`src/rtl/axis_frame_source_if.sv`:
```
// Command and AXI4-Stream signal bundle for axis_frame_source.
// master = generator side (takes commands, drives the stream); slave = the peer side.
interface axis_frame_source_if #(
   parameter int DATA_WIDTH = 8,
   parameter int KEEP_WIDTH = DATA_WIDTH/8,
   parameter int ID_WIDTH   = 8,
   parameter int DEST_WIDTH = 8,
   parameter int USER_WIDTH = 1
);
   logic [15:0]           cmd_len;
   logic [7:0]            cmd_seed;
   logic [ID_WIDTH-1:0]   cmd_id;
   logic [DEST_WIDTH-1:0] cmd_dest;
   logic [USER_WIDTH-1:0] cmd_user;
   logic                  cmd_valid;
   logic                  cmd_ready;

   logic [DATA_WIDTH-1:0] m_axis_tdata;
   logic [KEEP_WIDTH-1:0] m_axis_tkeep;
   logic                  m_axis_tvalid;
   logic                  m_axis_tready;
   logic                  m_axis_tlast;
   logic [ID_WIDTH-1:0]   m_axis_tid;
   logic [DEST_WIDTH-1:0] m_axis_tdest;
   logic [USER_WIDTH-1:0] m_axis_tuser;

   modport master (
      input  cmd_len, cmd_seed, cmd_id, cmd_dest, cmd_user, cmd_valid,
      output cmd_ready,
      output m_axis_tdata, m_axis_tkeep, m_axis_tvalid, m_axis_tlast,
      output m_axis_tid, m_axis_tdest, m_axis_tuser,
      input  m_axis_tready
   );

   modport slave (
      output cmd_len, cmd_seed, cmd_id, cmd_dest, cmd_user, cmd_valid,
      input  cmd_ready,
      input  m_axis_tdata, m_axis_tkeep, m_axis_tvalid, m_axis_tlast,
      input  m_axis_tid, m_axis_tdest, m_axis_tuser,
      output m_axis_tready
   );
endinterface

```
`src/rtl/axis_frame_source.sv`:
```
// AXI4-Stream frame generator: one command beat in, one frame of incrementing
// bytes (seed, seed+1, ...) out, with per-frame tid/tdest/tuser.
module axis_frame_source #(
   parameter int DATA_WIDTH = 8,
   parameter int KEEP_WIDTH = DATA_WIDTH/8,
   parameter int ID_WIDTH   = 8,
   parameter int DEST_WIDTH = 8,
   parameter int USER_WIDTH = 1
) (
   input  logic                  clk,
   input  logic                  rst,
   axis_frame_source_if.master   bus,
   output logic                  busy,
   output logic                  err_len,
   output logic [31:0]           frame_count
);
   localparam logic [0:0] ST_IDLE = 1'b0;
   localparam logic [0:0] ST_SEND = 1'b1;

   localparam int MAX_BEATS = (65535 + KEEP_WIDTH - 1) / KEEP_WIDTH;
   localparam int BEAT_W    = (MAX_BEATS > 1) ? $clog2(MAX_BEATS + 1) : 1;
   localparam logic [7:0]  KEEP_STEP = 8'(KEEP_WIDTH);
   localparam logic [16:0] KEEP_W17  = 17'(KEEP_WIDTH);
   localparam logic [16:0] KEEP_M1   = 17'(KEEP_WIDTH - 1);

   logic [0:0]            r_state;
   logic [DATA_WIDTH-1:0] r_tdata;
   logic [KEEP_WIDTH-1:0] r_tkeep;
   logic                  r_tvalid;
   logic                  r_tlast;
   logic [ID_WIDTH-1:0]   r_tid;
   logic [DEST_WIDTH-1:0] r_tdest;
   logic [USER_WIDTH-1:0] r_tuser;
   logic                  r_err_len;
   logic [31:0]           r_frame_count;
   logic [BEAT_W-1:0]     r_beats_left;   // beats still to load after the one on the bus
   logic [7:0]            r_next_base;    // byte value of lane 0 in the next beat
   logic [KEEP_WIDTH-1:0] r_last_keep;

   logic                  w_cmd_ready;
   logic                  w_cmd_fire;
   logic                  w_beat_fire;
   logic [BEAT_W-1:0]     w_cmd_beats;
   logic [16:0]           w_cmd_rem;
   logic [KEEP_WIDTH-1:0] w_cmd_last_keep;
   logic [KEEP_WIDTH-1:0] w_cmd_first_keep;
   logic [DATA_WIDTH-1:0] w_cmd_first_data;
   logic                  w_next_last;
   logic [KEEP_WIDTH-1:0] w_next_keep;
   logic [DATA_WIDTH-1:0] w_next_data;

   // Lane k carries base+k; disabled lanes are zeroed.
   function automatic logic [DATA_WIDTH-1:0] f_beat(input logic [7:0] base,
                                                    input logic [KEEP_WIDTH-1:0] keep);
      logic [DATA_WIDTH-1:0] d;
      d = '0;
      for (int k = 0; k < KEEP_WIDTH; k++)
         d[8*k +: 8] = keep[k] ? (base + 8'(k)) : 8'h00;
      return d;
   endfunction

   assign w_cmd_ready = (r_state == ST_IDLE) && !rst;
   assign w_cmd_fire  = bus.cmd_valid && w_cmd_ready;
   assign w_beat_fire = r_tvalid && bus.m_axis_tready;

   assign w_cmd_beats = BEAT_W'((17'(bus.cmd_len) + KEEP_M1) / KEEP_W17);
   assign w_cmd_rem   = 17'(bus.cmd_len) % KEEP_W17;

   always_comb begin
      w_cmd_last_keep = '0;
      for (int k = 0; k < KEEP_WIDTH; k++)
         w_cmd_last_keep[k] = (w_cmd_rem == 17'd0) || (17'(k) < w_cmd_rem);
   end

   assign w_cmd_first_keep = (w_cmd_beats == BEAT_W'(1)) ? w_cmd_last_keep : '1;
   assign w_cmd_first_data = f_beat(bus.cmd_seed, w_cmd_first_keep);

   assign w_next_last = (r_beats_left == BEAT_W'(1));
   assign w_next_keep = w_next_last ? r_last_keep : '1;
   assign w_next_data = f_beat(r_next_base, w_next_keep);

   always_ff @(posedge clk) begin
      if (rst) begin
         r_state       <= ST_IDLE;
         r_tdata       <= '0;
         r_tkeep       <= '0;
         r_tvalid      <= 1'b0;
         r_tlast       <= 1'b0;
         r_tid         <= '0;
         r_tdest       <= '0;
         r_tuser       <= '0;
         r_err_len     <= 1'b0;
         r_frame_count <= '0;
         r_beats_left  <= '0;
         r_next_base   <= '0;
         r_last_keep   <= '0;
      end else begin
         r_err_len <= 1'b0;
         case (r_state)
            ST_IDLE: begin
               if (w_cmd_fire) begin
                  if (bus.cmd_len == 16'd0) begin
                     r_err_len <= 1'b1;
                  end else begin
                     r_tid        <= bus.cmd_id;
                     r_tdest      <= bus.cmd_dest;
                     r_tuser      <= bus.cmd_user;
                     r_last_keep  <= w_cmd_last_keep;
                     r_tdata      <= w_cmd_first_data;
                     r_tkeep      <= w_cmd_first_keep;
                     r_tlast      <= (w_cmd_beats == BEAT_W'(1));
                     r_tvalid     <= 1'b1;
                     r_beats_left <= w_cmd_beats - BEAT_W'(1);
                     r_next_base  <= bus.cmd_seed + KEEP_STEP;
                     r_state      <= ST_SEND;
                  end
               end
            end
            ST_SEND: begin
               if (w_beat_fire) begin
                  if (r_tlast) begin
                     r_tvalid      <= 1'b0;
                     r_tlast       <= 1'b0;
                     r_frame_count <= r_frame_count + 32'd1;
                     r_state       <= ST_IDLE;
                  end else begin
                     r_tdata      <= w_next_data;
                     r_tkeep      <= w_next_keep;
                     r_tlast      <= w_next_last;
                     r_beats_left <= r_beats_left - BEAT_W'(1);
                     r_next_base  <= r_next_base + KEEP_STEP;
                  end
               end
            end
            default: r_state <= ST_IDLE;
         endcase
      end
   end

   assign bus.cmd_ready     = w_cmd_ready;
   assign bus.m_axis_tdata  = r_tdata;
   assign bus.m_axis_tkeep  = r_tkeep;
   assign bus.m_axis_tvalid = r_tvalid;
   assign bus.m_axis_tlast  = r_tlast;
   assign bus.m_axis_tid    = r_tid;
   assign bus.m_axis_tdest  = r_tdest;
   assign bus.m_axis_tuser  = r_tuser;

   assign busy        = (r_state == ST_SEND);
   assign err_len     = r_err_len;
   assign frame_count = r_frame_count;
endmodule

```
`src/flat_wrapper.sv`:
```
// flat-port wrapper written by rule: the top's interface ports become plain ports
module axis_frame_source_flat 
#(
   parameter int DATA_WIDTH = 8,
   parameter int KEEP_WIDTH = DATA_WIDTH/8,
   parameter int ID_WIDTH   = 8,
   parameter int DEST_WIDTH = 8,
   parameter int USER_WIDTH = 1
)
  (clk, rst, busy, err_len, frame_count, bus_cmd_len, bus_cmd_seed, bus_cmd_id, bus_cmd_dest, bus_cmd_user, bus_cmd_valid, bus_cmd_ready, bus_m_axis_tdata, bus_m_axis_tkeep, bus_m_axis_tvalid, bus_m_axis_tlast, bus_m_axis_tid, bus_m_axis_tdest, bus_m_axis_tuser, bus_m_axis_tready);
  axis_frame_source_if #(.DATA_WIDTH(DATA_WIDTH), .KEEP_WIDTH(KEEP_WIDTH), .ID_WIDTH(ID_WIDTH), .DEST_WIDTH(DEST_WIDTH), .USER_WIDTH(USER_WIDTH)) bus_i ();
  input  logic clk;
  input  logic rst;
  output logic busy;
  output logic err_len;
  output logic [31:0] frame_count;
  input wire logic [$bits(bus_i.cmd_len)-1:0] bus_cmd_len;
  input wire logic [$bits(bus_i.cmd_seed)-1:0] bus_cmd_seed;
  input wire logic [$bits(bus_i.cmd_id)-1:0] bus_cmd_id;
  input wire logic [$bits(bus_i.cmd_dest)-1:0] bus_cmd_dest;
  input wire logic [$bits(bus_i.cmd_user)-1:0] bus_cmd_user;
  input wire logic [$bits(bus_i.cmd_valid)-1:0] bus_cmd_valid;
  output wire logic [$bits(bus_i.cmd_ready)-1:0] bus_cmd_ready;
  output wire logic [$bits(bus_i.m_axis_tdata)-1:0] bus_m_axis_tdata;
  output wire logic [$bits(bus_i.m_axis_tkeep)-1:0] bus_m_axis_tkeep;
  output wire logic [$bits(bus_i.m_axis_tvalid)-1:0] bus_m_axis_tvalid;
  output wire logic [$bits(bus_i.m_axis_tlast)-1:0] bus_m_axis_tlast;
  output wire logic [$bits(bus_i.m_axis_tid)-1:0] bus_m_axis_tid;
  output wire logic [$bits(bus_i.m_axis_tdest)-1:0] bus_m_axis_tdest;
  output wire logic [$bits(bus_i.m_axis_tuser)-1:0] bus_m_axis_tuser;
  input wire logic [$bits(bus_i.m_axis_tready)-1:0] bus_m_axis_tready;
  assign bus_i.cmd_len = bus_cmd_len;
  assign bus_i.cmd_seed = bus_cmd_seed;
  assign bus_i.cmd_id = bus_cmd_id;
  assign bus_i.cmd_dest = bus_cmd_dest;
  assign bus_i.cmd_user = bus_cmd_user;
  assign bus_i.cmd_valid = bus_cmd_valid;
  assign bus_cmd_ready = bus_i.cmd_ready;
  assign bus_m_axis_tdata = bus_i.m_axis_tdata;
  assign bus_m_axis_tkeep = bus_i.m_axis_tkeep;
  assign bus_m_axis_tvalid = bus_i.m_axis_tvalid;
  assign bus_m_axis_tlast = bus_i.m_axis_tlast;
  assign bus_m_axis_tid = bus_i.m_axis_tid;
  assign bus_m_axis_tdest = bus_i.m_axis_tdest;
  assign bus_m_axis_tuser = bus_i.m_axis_tuser;
  assign bus_i.m_axis_tready = bus_m_axis_tready;
  axis_frame_source #(.DATA_WIDTH(DATA_WIDTH), .KEEP_WIDTH(KEEP_WIDTH), .ID_WIDTH(ID_WIDTH), .DEST_WIDTH(DEST_WIDTH), .USER_WIDTH(USER_WIDTH)) u_core (.clk(clk), .rst(rst), .bus(bus_i), .busy(busy), .err_len(err_len), .frame_count(frame_count));
endmodule
```
`config.mk`:
```
export PLATFORM = sky130hd
export DESIGN_NAME = axis_frame_source_flat
export DESIGN_NICKNAME = d
export VERILOG_FILES = /design/src/rtl/axis_frame_source_if.sv /design/src/rtl/axis_frame_source.sv /design/src/flat_wrapper.sv
export SDC_FILE = /design/constraint.sdc
export NUM_CORES = 1
export LEC_CHECK = 0
export CORE_AREA = 2 2 99 101
export DETAILED_ROUTE_END_ITERATION = 8
export DIE_AREA = 0 0 101 103
export GPL_ROUTABILITY_DRIVEN = 0
export PLACE_DENSITY = 0.89
export SKIP_LAST_GASP = 1
export SLEW_MARGIN = 5
export SYNTH_ARGS = -nofsm -noshare
export SYNTH_HDL_FRONTEND = slang
export SYNTH_SLANG_ARGS = --single-unit
```
`constraint.sdc`:
```
create_clock -name clk -period 2.8 [get_ports clk]
set_input_delay 0.42 -clock clk [delete_from_list [all_inputs] [get_ports clk]]
set_output_delay 0.42 -clock clk [all_outputs]
set_load 0.1 [all_outputs]
```
==> Yosys cells after proc, flatten, opt, wreduce, memory -nomap -nowiden <==
Cells that the tools add are included.
{ "totals": {"reg_bits": 87, "out_inout_bits": 63, "word_cells": 75} }
{ "classes": {"n_addsub": 5, "n_eq_ne": 7, "mux": 36, "bitwise": 3, "n_reduce_logical": 11} }
{ "ops": {"columns": ["operator", "count"], "rows": [
  ["8-bit 2-to-1 mux", 9],
  ["16-bit 2-to-1 mux", 4],
  ["32-bit by 1-bit adder with 32-bit output, second input constant", 1],
  ["16-bit by 1-bit equality test with 1-bit output, second input constant", 2],
  ["16-bit one-hot mux with 2 select lines", 1],
  ["8-bit one-hot mux with 2 select lines", 2],
  ["16-bit by 1-bit subtractor with 16-bit output, second input constant", 2],
  ["8-bit by 1-bit adder with 8-bit output, second input constant", 2],
  ["16-bit zero test", 1],
  ["1-bit 2-to-1 mux", 16],
  ["3-bit AND reduction", 3],
  ["2-bit != test, second input constant", 4],
  ["1-bit one-hot mux with 2 select lines", 4],
  ["4-bit AND reduction", 2],
  ["1-bit logical AND", 3],
  ["1-bit NOT", 3],
  ["3-bit OR reduction", 1],
  ["2-bit by 1-bit != test with 1-bit output, second input constant", 1],
  ["1-bit zero test", 1]
]} }

==> Depth between registers and ports, before layout <==
Gate-level depths: netlist (run 1).
{ "logic_depth": {"depth_word": 6, "ltp_mapped": 11} }

==> Worst setup path before layout (run 1) <==
Ideal clock, no wire load.
{ "synth_timing": {"path_kind": "register to register", "start": "register u_core.r_state, in the netlist u_core.busy", "end": "register u_core.r_next_base[6]", "arrival_ps": 3372, "setup_slack_ps": -647, "stages_incl_launch_ff": 7, "path_buffers": 1, "path_cell_list": "dfxtp_1 nor2_1 nand2_1 nor2_1 clkbuf_1 nand3_1 a31oi_1"} }
{ "synth_between": {"elab_chain_cells": 5, "elab_cells_between_ends": 9, "classes_between": "eq/ne (4); mux (1); bitwise (1); reduce/logical (3)"} }
{ "synth_rtl": {"columns": ["element", "line_no", "source"], "rows": [
  ["from (decl)", "axis_frame_source.sv:26", "logic [0:0] r_state;"],
  ["from (signal assigned)", "axis_frame_source.sv:84", "r_state <= ST_IDLE;"],
  ["from (signal assigned)", "axis_frame_source.sv:115", "r_state <= ST_SEND;"],
  ["from (signal assigned)", "axis_frame_source.sv:125", "r_state <= ST_IDLE;"],
  ["1-bit NOT (no line)", null, null],
  ["1-bit logical AND", "axis_frame_source.sv:62", "assign w_cmd_ready = (r_state == ST_IDLE) && !rst;"],
  ["via bus_cmd_ready", "flat_wrapper.sv:23", "output wire logic [$bits(bus_i.cmd_ready)-1:0] bus_cmd_ready;"],
  ["1-bit logical AND", "axis_frame_source.sv:63", "assign w_cmd_fire = bus.cmd_valid && w_cmd_ready;"],
  ["2-bit by 1-bit != test with 1-bit output (no line)", null, null],
  ["4-bit AND reduction (no line)", null, null],
  ["to (signal assigned)", "axis_frame_source.sv:114", "r_next_base <= bus.cmd_seed + KEEP_STEP;"],
  ["to (signal assigned)", "axis_frame_source.sv:131", "r_next_base <= r_next_base + KEEP_STEP;"],
  ["to (decl)", "axis_frame_source.sv:37", "logic [7:0] r_next_base;"]
]} }
The timed path passes the listed nets, and every way through them passes these cells.
A chain may end at the register's enable or synchronous reset.

==> Final worst setup path (run 1) <==
{ "layout_timing": {"start": "input bus_cmd_len[0]", "end": "register u_core.r_beats_left[6]"} }
{ "layout_between": {"elab_chain_cells": 4, "elab_cells_between_ends": 7, "classes_between": "add/sub (1); eq/ne (1); mux (3); reduce/logical (2)"} }
{ "layout_rtl": {"columns": ["element", "line_no", "source"], "rows": [
  ["from (decl)", "flat_wrapper.sv:17", "input wire logic [$bits(bus_i.cmd_len)-1:0] bus_cmd_len;"],
  ["16-bit by 1-bit subtractor with 16-bit output", "axis_frame_source.sv:113", "r_beats_left <= w_cmd_beats - BEAT_W'(1);"],
  ["16-bit 2-to-1 mux", "axis_frame_source.sv:102", "if (bus.cmd_len == 16'd0) begin"],
  ["16-bit 2-to-1 mux", "axis_frame_source.sv:101", "if (w_cmd_fire) begin"],
  ["16-bit one-hot mux with 2 select lines", "axis_frame_source.sv:99", "case (r_state)"],
  ["to (signal assigned)", "axis_frame_source.sv:113", null],
  ["to (signal assigned)", "axis_frame_source.sv:130", "r_beats_left <= r_beats_left - BEAT_W'(1);"],
  ["to (decl)", "axis_frame_source.sv:36", "logic [BEAT_W-1:0] r_beats_left;"]
]} }
Parallel ways exist; a longest one is shown, timed or not. The select of a mux whose other input is x is not followed.

==> flow_summary.json, run 1 <==
{
  "r2r_start": "u_core.r_beats_left[0]$_SDFFE_PP0P_",
  "grt_pass1_wl_um": 19800,
  "first_global_vias": 4247,
  "finalCriticalPeriod_ns": 2.36,
  "ys.flop_type": "dfxtp_1",
  "clkPwrFrac": 0.300,
  "clockBufferDepth": 2,
  "io_pins": 108,
  "hold_buffers": 0,
  "hp-start": "u_core.bus.m_axis_tuser$_SDFFE_PP0P_",
  "cts-root-buf": "clkbuf_8",
  "setup-violations-final": 0,
  "cts_tree": "done",
  "fill_cells": 808,
  "vdd_drop_max_uv": 270,
  "whs_path_depth": 2,
  "ys_ff_latch": 87,
  "vias_per_cell": 5.87,
  "die_w_um": 101,
  "die_y_um": 103,
  "ys_warn_count": 0,
  "grt_max_degree": 85,
  "yosysSeqAreaShare": 0.382,
  "seqCellArea_mm2": 0.00174,
  "dp_slack_ns": 0.0934,
  "slew_violations": 0,
  "syn-cell-area_mm2": 0.00456,
  "drt_pass1_iterations": 5,
  "syn_inst": 569,
  "p_seq_frac": 0.470,
  "critPathLaunchType": "input pin",
  "holdPathEnd": "u_core.bus.m_axis_tuser$_SDFFE_PP0P_",
  "critPathCaptureType": "flop",
  "grt_usage": 0.235,
  "arrival_ns": 2.64,
  "clk_latency_ns": 0.35,
  "p_int_w": 0.00193,
  "antenna_found_initial": 0,
  "relSlewSlack": 0.426,
  "area_delta_synth_final_pct": 26.8,
  "dr_total_vias": 4618,
  "rows": 36,
  "critPathRequiredTime_ns": 3.08,
  "start_util": 0.482,
  "r2r_slack_ns": 0.62,
  "syn_nets": 620,
  "diodes": 0,
  "synth_edf_count": 0,
  "cp_max_fo": 9,
  "timing.final.crit_share": 0.842,
  "tns_ns": 0,
  "drt_wl_total_um": 12300,
  "hold_viol": 0,
  "cts.clk_slew.worst_paths_ns": 0.09,
  "sw_frac_of_total": 0.323,
  "drc": 0,
  "rsz0062_at_grt": "no",
  "worst_slew_pin_slew_ns": 0.860,
  "leakagePower_nw": 2.13,
  "path_class": "in2reg",
  "ys_types": 61,
  "r2r-end": "u_core.r_beats_left[12]$_SDFFE_PP0P_",
  "multi_input_area_mm2": 0.00261,
  "p_comb_frac": 0.230,
  "worst_slack_ns": 0.443,
  "hold_class": "reg2reg",
  "drtIter0Drc": 314,
  "maxCapViolCount": 0,
  "power_density_mw_per_mm2": 494,
  "fmax_mhz": 424,
  "syn_avg_cell_area_um2": 8.01,
  "drtAntennaViolNets": 0,
  "async_flop_share": 0,
  "die-area_mm2": 0.0104,
  "skew_ns": 0.0105,
  "post-cts-setup-buffers": 0,
  "portBuffers": 107,
  "gr-total-overflow": 0,
  "core_mm2": 0.00946,
  "cts-htree-levels": 3,
  "clock-sinks": 87,
  "nets": 721,
  "r2r_cells": 7,
  "wl_per_cell_um": 15.6,
  "outcome": "completed",
  "numCtsBuffers": 9,
  "drive_above_1_share": 0.160,
  "cts_resized": 0,
  "hpwlAfterDp_um": 8990,
  "power.switching_w": 0.000924
}
[cell families after synthesis]
group                    count (synthesis)  synth area share
AO/OA/AOI/OAI                          121             0.175
multiplexers                             7            0.0162
XOR/XNOR                                42            0.0807
buffers and inverters                   48            0.0456
AND/OR/NAND/NOR                        258             0.283
flip-flops                              87             0.382
adder cells (fa/ha/maj)                  6            0.0165
[per-stage QoR]
step | instances | instance area [um^2] | hold WS [ns] | util | power, W
5_1_grt | 787 | 5780 | 0.487 | 0.611 | 0.00298
2_1_floorplan | 569 | 4560 | 0.429 | - | 0.00182
3_5_place_dp | 773 | 5590 | 0.449 | 0.591 | 0.00202
6_report | 787 | 5780 | 0.456 | 0.611 | 0.00286
4_1_cts | 787 | 5780 | 0.461 | 0.611 | 0.00287
3_3_place_gp | 773 | 5590 | 0.443 | 0.591 | 0.00201
[synth_stat cells (2+ instances only)]
master	number	area, um^2
nor4_2	2	25.0
nand4b_1	5	43.8
or3_1	5	31.3
a32o_1	2	20.0
and4_1	7	61.3
a211oi_1	5	37.5
o21ai_0	16	80.1
ha_1	6	75.1
o211ai_1	8	60.1
and3_1	4	25.0
nand2_1	74	278
o21a_1	2	15.0
mux2i_1	4	40.0
o31ai_1	4	30.0
nand3_1	24	120
o22ai_1	2	12.5
xor2_1	16	140
o32ai_1	3	26.3
and2_1	3	18.8
nor2_1	65	244
buf_2	7	35.0
buf_1	3	11.3
a22o_1	5	43.8
clkbuf_1	19	71.3
o31a_1	3	26.3
nor4_1	10	62.6
inv_1	15	56.3
a41oi_1	2	17.5
nand4_1	20	125
mux2_2	3	33.8
a31o_2	2	17.5
nor4b_1	3	26.3
buf_4	3	22.5
nand3b_1	4	30.0
a21oi_1	46	230
a31oi_1	8	50.1
dfxtp_1	87	1740
nor3_1	22	110
xnor2_1	26	228
or4_1	3	22.5
[cells in the final DEF (no fill, tap or decap), drive strengths merged, types with 3 or more instances in the layout]
cell type	count
ha	6
nand4b	5
and4	7
nor4b	3
and2	3
clkbuf	11
dfxtp	87
or3	5
nand4	20
xor2	16
xnor2	26
a22o	5
a31oi	8
a211oi	5
nand3	24
and3	4
inv	15
o21ai	18
buf	80
nor3	22
or4	4
o32ai	3
o31ai	4
clkdlybuf4s50	43
nand2	74
o31a	3
nor2	66
nor4	12
nand3b	4
a21oi	47
mux2i	4
o211ai	8
mux2	3
[power groups by stage]
stage | sequential, W | clock (W) | combinational [W]
2_1_floorplan | 0.00152 | 0 | 0.000299
3_3_place_gp | 0.00137 | 0 | 0.000639
3_5_place_dp | 0.00137 | 0 | 0.000651
4_1_cts | 0.00134 | 0.000873 | 0.000653
5_1_grt | 0.00135 | 0.000928 | 0.000701
6_report | 0.00134 | 0.000857 | 0.000658
[layout make-up]
| type | instances | area share |
|---|---|---|
| clock inverter | 3 | 0.00780 |
| multi-input combinational | 434 | 0.451 |
| timing repair buffer | 123 | 0.180 |
| clock buffer | 11 | 0.0245 |
| tap | 114 | 0.0247 |
| inverter | 15 | 0.00974 |
| sequential | 87 | 0.302 |
[worst max-delay path: stages]
cell             delay, ns
clkdlybuf4s50_1       0.47
inv_1                 0.11
ha_1                  0.19
nor3b_4               0.39
nand4_1               0.26
a21oi_4               0.33
buf_4                 0.23
o21ai_0               0.10
a21oi_1               0.15
[sequential cells by signal (all words and copies together) (netlist names)]
register,flops
u_core.busy,1
u_core.bus.m_axis_tdata,8
u_core.bus.m_axis_tvalid,1
u_core.bus.m_axis_tuser,1
u_core.bus.m_axis_tdest,8
u_core.r_beats_left,16
u_core.bus.m_axis_tid,8
u_core.bus.m_axis_tkeep,1
u_core.err_len,1
u_core.frame_count,32
u_core.r_next_base,8
u_core.r_last_keep,1
u_core.bus.m_axis_tlast,1
[worst max path at each step]
stage                                          endpoint                                 start  slack [ns]
detailed placement   u_core.r_next_base[4]$_SDFFE_PP0P_                        bus_cmd_len[0]        0.09
floorplan           u_core.frame_count[15]$_SDFFE_PP0P_  u_core.bus.m_axis_tlast$_SDFFE_PP0P_        0.17
global placement     u_core.r_next_base[4]$_SDFFE_PP0P_                        bus_cmd_len[0]        0.19
CTS                  u_core.r_next_base[4]$_SDFFE_PP0P_                        bus_cmd_len[0]        0.47
finish              u_core.r_beats_left[6]$_SDFFE_PP0P_                        bus_cmd_len[0]        0.44
global route        u_core.r_beats_left[6]$_SDFFE_PP0P_                        bus_cmd_len[0]        0.27
[routing by layer]
| metal | global-route usage | vias to the layer above | share of wire |
|---|---|---|---|
| met5 | 0 | - | 0 |
| met4 | 0.111 | 0 | 0.026 |
| met3 | 0.0407 | 28 | 0.063 |
| met2 | 0.411 | 193 | 0.49 |
| met1 | 0.282 | 2144 | 0.42 |
| li1 | - | 2253 | - |
Power figures use the tool's default switching activity.
==> inputs of run 2 (changes only) <==
==> constraint.sdc (replaced) <==
create_clock -name clk -period 2.2 [get_ports clk]
set_input_delay 0.33 -clock clk [delete_from_list [all_inputs] [get_ports clk]]
set_output_delay 0.33 -clock clk [all_outputs]
set_load 0.1 [all_outputs]
==> flow_summary.json, run 2 (same netlist as run 1, synthesis figures left out) <==
{
  "nets": 765,
  "cts-htree-levels": 3,
  "largest_reg_flops": 32,
  "fill_cells": 765,
  "grt_usage": 0.233,
  "hold_class": "in2reg",
  "start_util": 0.482,
  "timing.final.crit_share": 0.944,
  "fmax_mhz": 481,
  "hold_viol": 0,
  "critPathLaunchType": "flop",
  "rsz0062_at_grt": "no",
  "leakagePower_nw": 2.38,
  "slowest_stage": "or4_4",
  "cts_tree": "done",
  "drive_above_1_share": 0.245,
  "gr-total-overflow": 0,
  "critPathRequiredTime_ns": 2.43,
  "power_density_mw_per_mm2": 610,
  "first_global_vias": 4399,
  "clk_latency_ns": 0.37,
  "setup-violations-final": 0,
  "drtIter0Drc": 229,
  "clock-sinks": 87,
  "critPathBufInv": 0,
  "wl_per_cell_um": 15.4,
  "outcome": "completed",
  "relSlewSlack": 0.596,
  "grt_pass1_wl_um": 19600,
  "grt_max_degree": 59,
  "diodes": 0,
  "core_mm2": 0.00946,
  "die_w_um": 101,
  "multi_input_area_mm2": 0.00262,
  "slew_violations": 0,
  "worst_slew_pin_slew_ns": 0.606,
  "cts.clk_slew.worst_paths_ns": 0.10,
  "clockBufferDepth": 2,
  "drc": 0,
  "portBuffers": 107,
  "numCtsBuffers": 9,
  "path_class": "reg2reg",
  "cp_cell_sequence": "or4_4 -> or3_1 -> o21a_1 -> o211ai_1 -> o31ai_1",
  "post-cts-setup-buffers": 0,
  "die_y_um": 103,
  "worst_slack_ns": 0.123,
  "maxCapViolCount": 0,
  "area_delta_synth_final_pct": 36.0,
  "hold_buffers": 0,
  "dr_total_vias": 4815,
  "cp_top_family": "simple AND/OR/NAND/NOR gates",
  "drt_wl_total_um": 12800,
  "vias_per_cell": 5.78,
  "hpwlAfterDp_um": 9550,
  "cp_max_fo": 7,
  "cts-root-buf": "clkbuf_8",
  "mostFrequentLayoutCells": "120 x buf_4, 74 x nand2_1, 67 x dfxtp_1, 64 x nor2_1, 46 x a21oi_1",
  "skew_ns": 0.0122,
  "arrival_ns": 2.31,
  "tns_ns": 0,
  "cts_resized": 0,
  "critPathCaptureType": "flop",
  "io_pins": 108,
  "finalCriticalPeriod_ns": 2.08,
  "antenna_found_initial": 0,
  "vdd_drop_max_uv": 396,
  "drtAntennaViolNets": 0,
  "dp_slack_ns": -0.200,
  "drt_pass1_iterations": 4,
  "seqCellArea_mm2": 0.00177,
  "critical-path-max-stage-delay_ns": 0.59,
  "rows": 36,
  "layout_commonest_cell": "buf_4",
  "die-area_mm2": 0.0104
}
## run 2: tightest hold or removal path, stage by stage
cell and delay [ns]:
buf_2 0.11, nor2_4 0.06, nand4_1 0.07, o311ai_0 0.12
## run 2: routing by layer
metal,up-vias,wire [um],share of wire,global-route usage
met5,-,0,0,0
met4,0,393,0.031,0.119
met3,42,730,0.057,0.0359
met2,196,6530,0.51,0.419
met1,2225,5160,0.40,0.270
li1,2352,-,-,-
## run 2: path summary, 6_finish.rpt
path                                                           endpoint  cells after the start                               startpoint  slack (ns)
worst max-delay path                u_core.r_beats_left[9]$_SDFFE_PP0P_                      5      u_core.r_beats_left[0]$_SDFFE_PP0P_        0.12
worst min register to register  u_core.bus.m_axis_tdest[4]$_SDFFE_PP0P_                      2  u_core.bus.m_axis_tdest[4]$_SDFFE_PP0P_        0.46
worst min-delay path                 u_core.r_next_base[7]$_SDFFE_PP0P_                      4                                      rst        0.38
worst max register to register      u_core.r_beats_left[9]$_SDFFE_PP0P_                      5      u_core.r_beats_left[0]$_SDFFE_PP0P_        0.12
## run 2: area by class of cell
type | instances | share of cell area
inverters | 15 | 0.00909
multi-input cells | 434 | 0.424
well taps | 114 | 0.0230
clock buffers | 9 | 0.0200
repair buffers | 167 | 0.225
flip-flops and latches | 87 | 0.286
clock inverters | 7 | 0.0133
## run 2: metrics by stage
| step | util | hold WS, ns | area, um^2 | std cells | total power, W |
|---|---|---|---|---|---|
| 2_1_floorplan | - | 0.429 | 4620 | 569 | 0.00233 |
| 3_3_place_gp | 0.633 | 0.443 | 5980 | 817 | 0.00262 |
| 3_5_place_dp | 0.633 | 0.448 | 5980 | 817 | 0.00264 |
| 4_1_cts | 0.654 | 0.386 | 6190 | 833 | 0.00378 |
| 5_1_grt | 0.655 | 0.405 | 6190 | 833 | 0.00393 |
| 6_report | 0.655 | 0.383 | 6190 | 833 | 0.00378 |
## run 2: power breakdown
part | internal, W | switching, W | leakage, nW
clock network | 0.000539 | 0.000618 | 0.103
registers | 0.00164 | 0.0000695 | 0.718
logic | 0.000337 | 0.000577 | 1.56
total | 0.00251 | 0.00126 | 2.38
==> inputs of run 3 (changes only) <==
--- a/config.mk
+++ b/config.mk
@@ -5,11 +5,12 @@
 export SDC_FILE = /design/constraint.sdc
 export NUM_CORES = 1
 export LEC_CHECK = 0
-export CORE_AREA = 2 2 99 101
+export CORE_AREA = 2 2 95 97
+export CTS_CLUSTER_DIAMETER = 200
 export DETAILED_ROUTE_END_ITERATION = 8
-export DIE_AREA = 0 0 101 103
+export DIE_AREA = 0 0 97 99
 export GPL_ROUTABILITY_DRIVEN = 0
-export PLACE_DENSITY = 0.89
+export PLACE_DENSITY = 0.95
 export SKIP_LAST_GASP = 1
 export SLEW_MARGIN = 5
 export SYNTH_ARGS = -nofsm -noshare
==> constraint.sdc (replaced) <==
create_clock -name clk -period 2.7 [get_ports clk]
set_input_delay 0.405 -clock clk [delete_from_list [all_inputs] [get_ports clk]]
set_output_delay 0.405 -clock clk [all_outputs]
set_load 0.1 [all_outputs]
==> flow_summary.json, run 3 (same netlist as run 1, synthesis figures left out) <==
{
  "outcome": "completed",
  "critPathCaptureType": "flop",
  "critPathRequiredTime_ns": 2.95,
  "r2r-end": "u_core.r_beats_left[8]$_SDFFE_PP0P_",
  "cts.clk_slew.worst_paths_ns": 0.08,
  "r2r_slack_ns": 0.51,
  "r2r_cells": 7,
  "vdd_drop_max_uv": 331,
  "hp-start": "rst",
  "clk_latency_ns": 0.37,
  "cts_tree": "done",
  "first_global_vias": 4311,
  "drtIter0Drc": 406,
  "finalCriticalPeriod_ns": 2.36,
  "cts-root-buf": "clkbuf_8",
  "r2r_start": "u_core.r_beats_left[0]$_SDFFE_PP0P_",
  "worst_slew_pin_slew_ns": 0.853,
  "skew_ns": 0.0146,
  "die-area_mm2": 0.00960,
  "cts-htree-levels": 3,
  "post-cts-setup-buffers": 0,
  "grt_max_degree": 85,
  "layout_commonest_cell": "dfxtp_1",
  "start_util": 0.533,
  "io_pins": 108,
  "clockBufferDepth": 2,
  "whs_path_depth": 4,
  "hold_buffers": 0,
  "grt_pass1_wl_um": 19800,
  "drc": 0,
  "dp_slack_ns": -0.00781,
  "arrival_ns": 2.61,
  "dr_total_vias": 4705,
  "nets": 722,
  "cp_max_fo": 15,
  "place_area_mm2": 0.00558,
  "power_density_mw_per_mm2": 520,
  "grt_usage": 0.247,
  "drt_wl_total_um": 12200,
  "area_delta_synth_final_pct": 26.9,
  "fin_util": 0.676,
  "rsz0062_at_grt": "no",
  "hold_viol": 0,
  "cts_resized": 0,
  "diodes": 0,
  "drtAntennaViolNets": 0,
  "clock-sinks": 87,
  "hold_class": "in2reg",
  "setup-violations-final": 0,
  "mostFrequentLayoutCells": "86 x dfxtp_1, 80 x buf_4, 74 x nand2_1, 64 x nor2_1, 46 x a21oi_1",
  "rows": 34,
  "largest_reg_flops": 32,
  "critPathLaunchType": "input pin",
  "antenna_found_initial": 0,
  "relSlewSlack": 0.432,
  "fmax_mhz": 424,
  "die_y_um": 99,
  "drt_pass1_iterations": 6,
  "vias_per_cell": 6.00,
  "holdPathEnd": "u_core.r_next_base[7]$_SDFFE_PP0P_",
  "hpwlAfterDp_um": 9070,
  "drive_above_1_share": 0.166,
  "wl_per_cell_um": 15.6,
  "final_cell_area_mm2": 0.00578,
  "gr-total-overflow": 0,
  "timing.final.crit_share": 0.873,
  "core_mm2": 0.00855,
  "portBuffers": 107,
  "maxCapViolCount": 0,
  "die_w_um": 97,
  "leakagePower_nw": 2.14,
  "slew_violations": 0,
  "path_class": "in2reg",
  "worst_slack_ns": 0.342,
  "numCtsBuffers": 9
}
## run 3: stage by stage
stage	instances	TNS, ns	total power [W]	hold slack (ns)
after global placement	768	0	0.00207	0.444
final	784	0	0.00301	0.438
after detailed placement	768	-0.0172	0.00209	0.450
after CTS	784	0	0.00301	0.433
after floorplan	569	0	0.00189	0.429
after global routing	784	0	0.00312	0.487
## run 3: layout make-up
cell class / instances / area, um^2
Fill cell: 681 / 2770
Multi-Input combinational cell: 434 / 2610
Sequential cell: 87 / 1740
Timing Repair Buffer: 124 / 1040
Tap cell: 108 / 135
Clock buffer: 9 / 124
Clock inverter: 7 / 77.6
Inverter: 15 / 56.3
## run 3: critical path, stage by stage
cell	delay, ns
clkdlybuf4s50_1	0.54
inv_1	0.08
ha_1	0.23
nor3b_4	0.17
and4_1	0.25
o21ai_4	0.43
nor2_1	0.20
a22o_1	0.30
## run 3: how the worst max path moves through the flow
stage / start / end / cells after the start
after global routing: bus_cmd_len[0] / u_core.r_beats_left[9]$_SDFFE_PP0P_ / 9
after global placement: bus_cmd_len[0] / u_core.bus.m_axis_tdata[7]$_SDFFE_PP0P_ / 8
after detailed placement: bus_cmd_len[0] / u_core.bus.m_axis_tdata[5]$_SDFFE_PP0P_ / 8
after CTS: bus_cmd_len[0] / u_core.r_beats_left[9]$_SDFFE_PP0P_ / 9
after floorplan: u_core.bus.m_axis_tlast$_SDFFE_PP0P_ / u_core.frame_count[15]$_SDFFE_PP0P_ / 6
final: bus_cmd_len[0] / u_core.bus.m_axis_tdata[5]$_SDFFE_PP0P_ / 8
## run 3: metal layers
metal,track usage,vias up,wire [um]
li1,-,2255,-
met1,0.300,2173,5010
met2,0.428,231,6080
met3,0.0362,46,754
met4,0.121,0,393
met5,0,-,0
## run 3: power by group
group | internal [W] | total [W] | switching, W
Clock | 0.000437 | 0.000933 | 0.000495
Combinational | 0.000222 | 0.000680 | 0.000458
Sequential | 0.00134 | 0.00139 | 0.0000585
Total | 0.00199 | 0.00301 | 0.00101
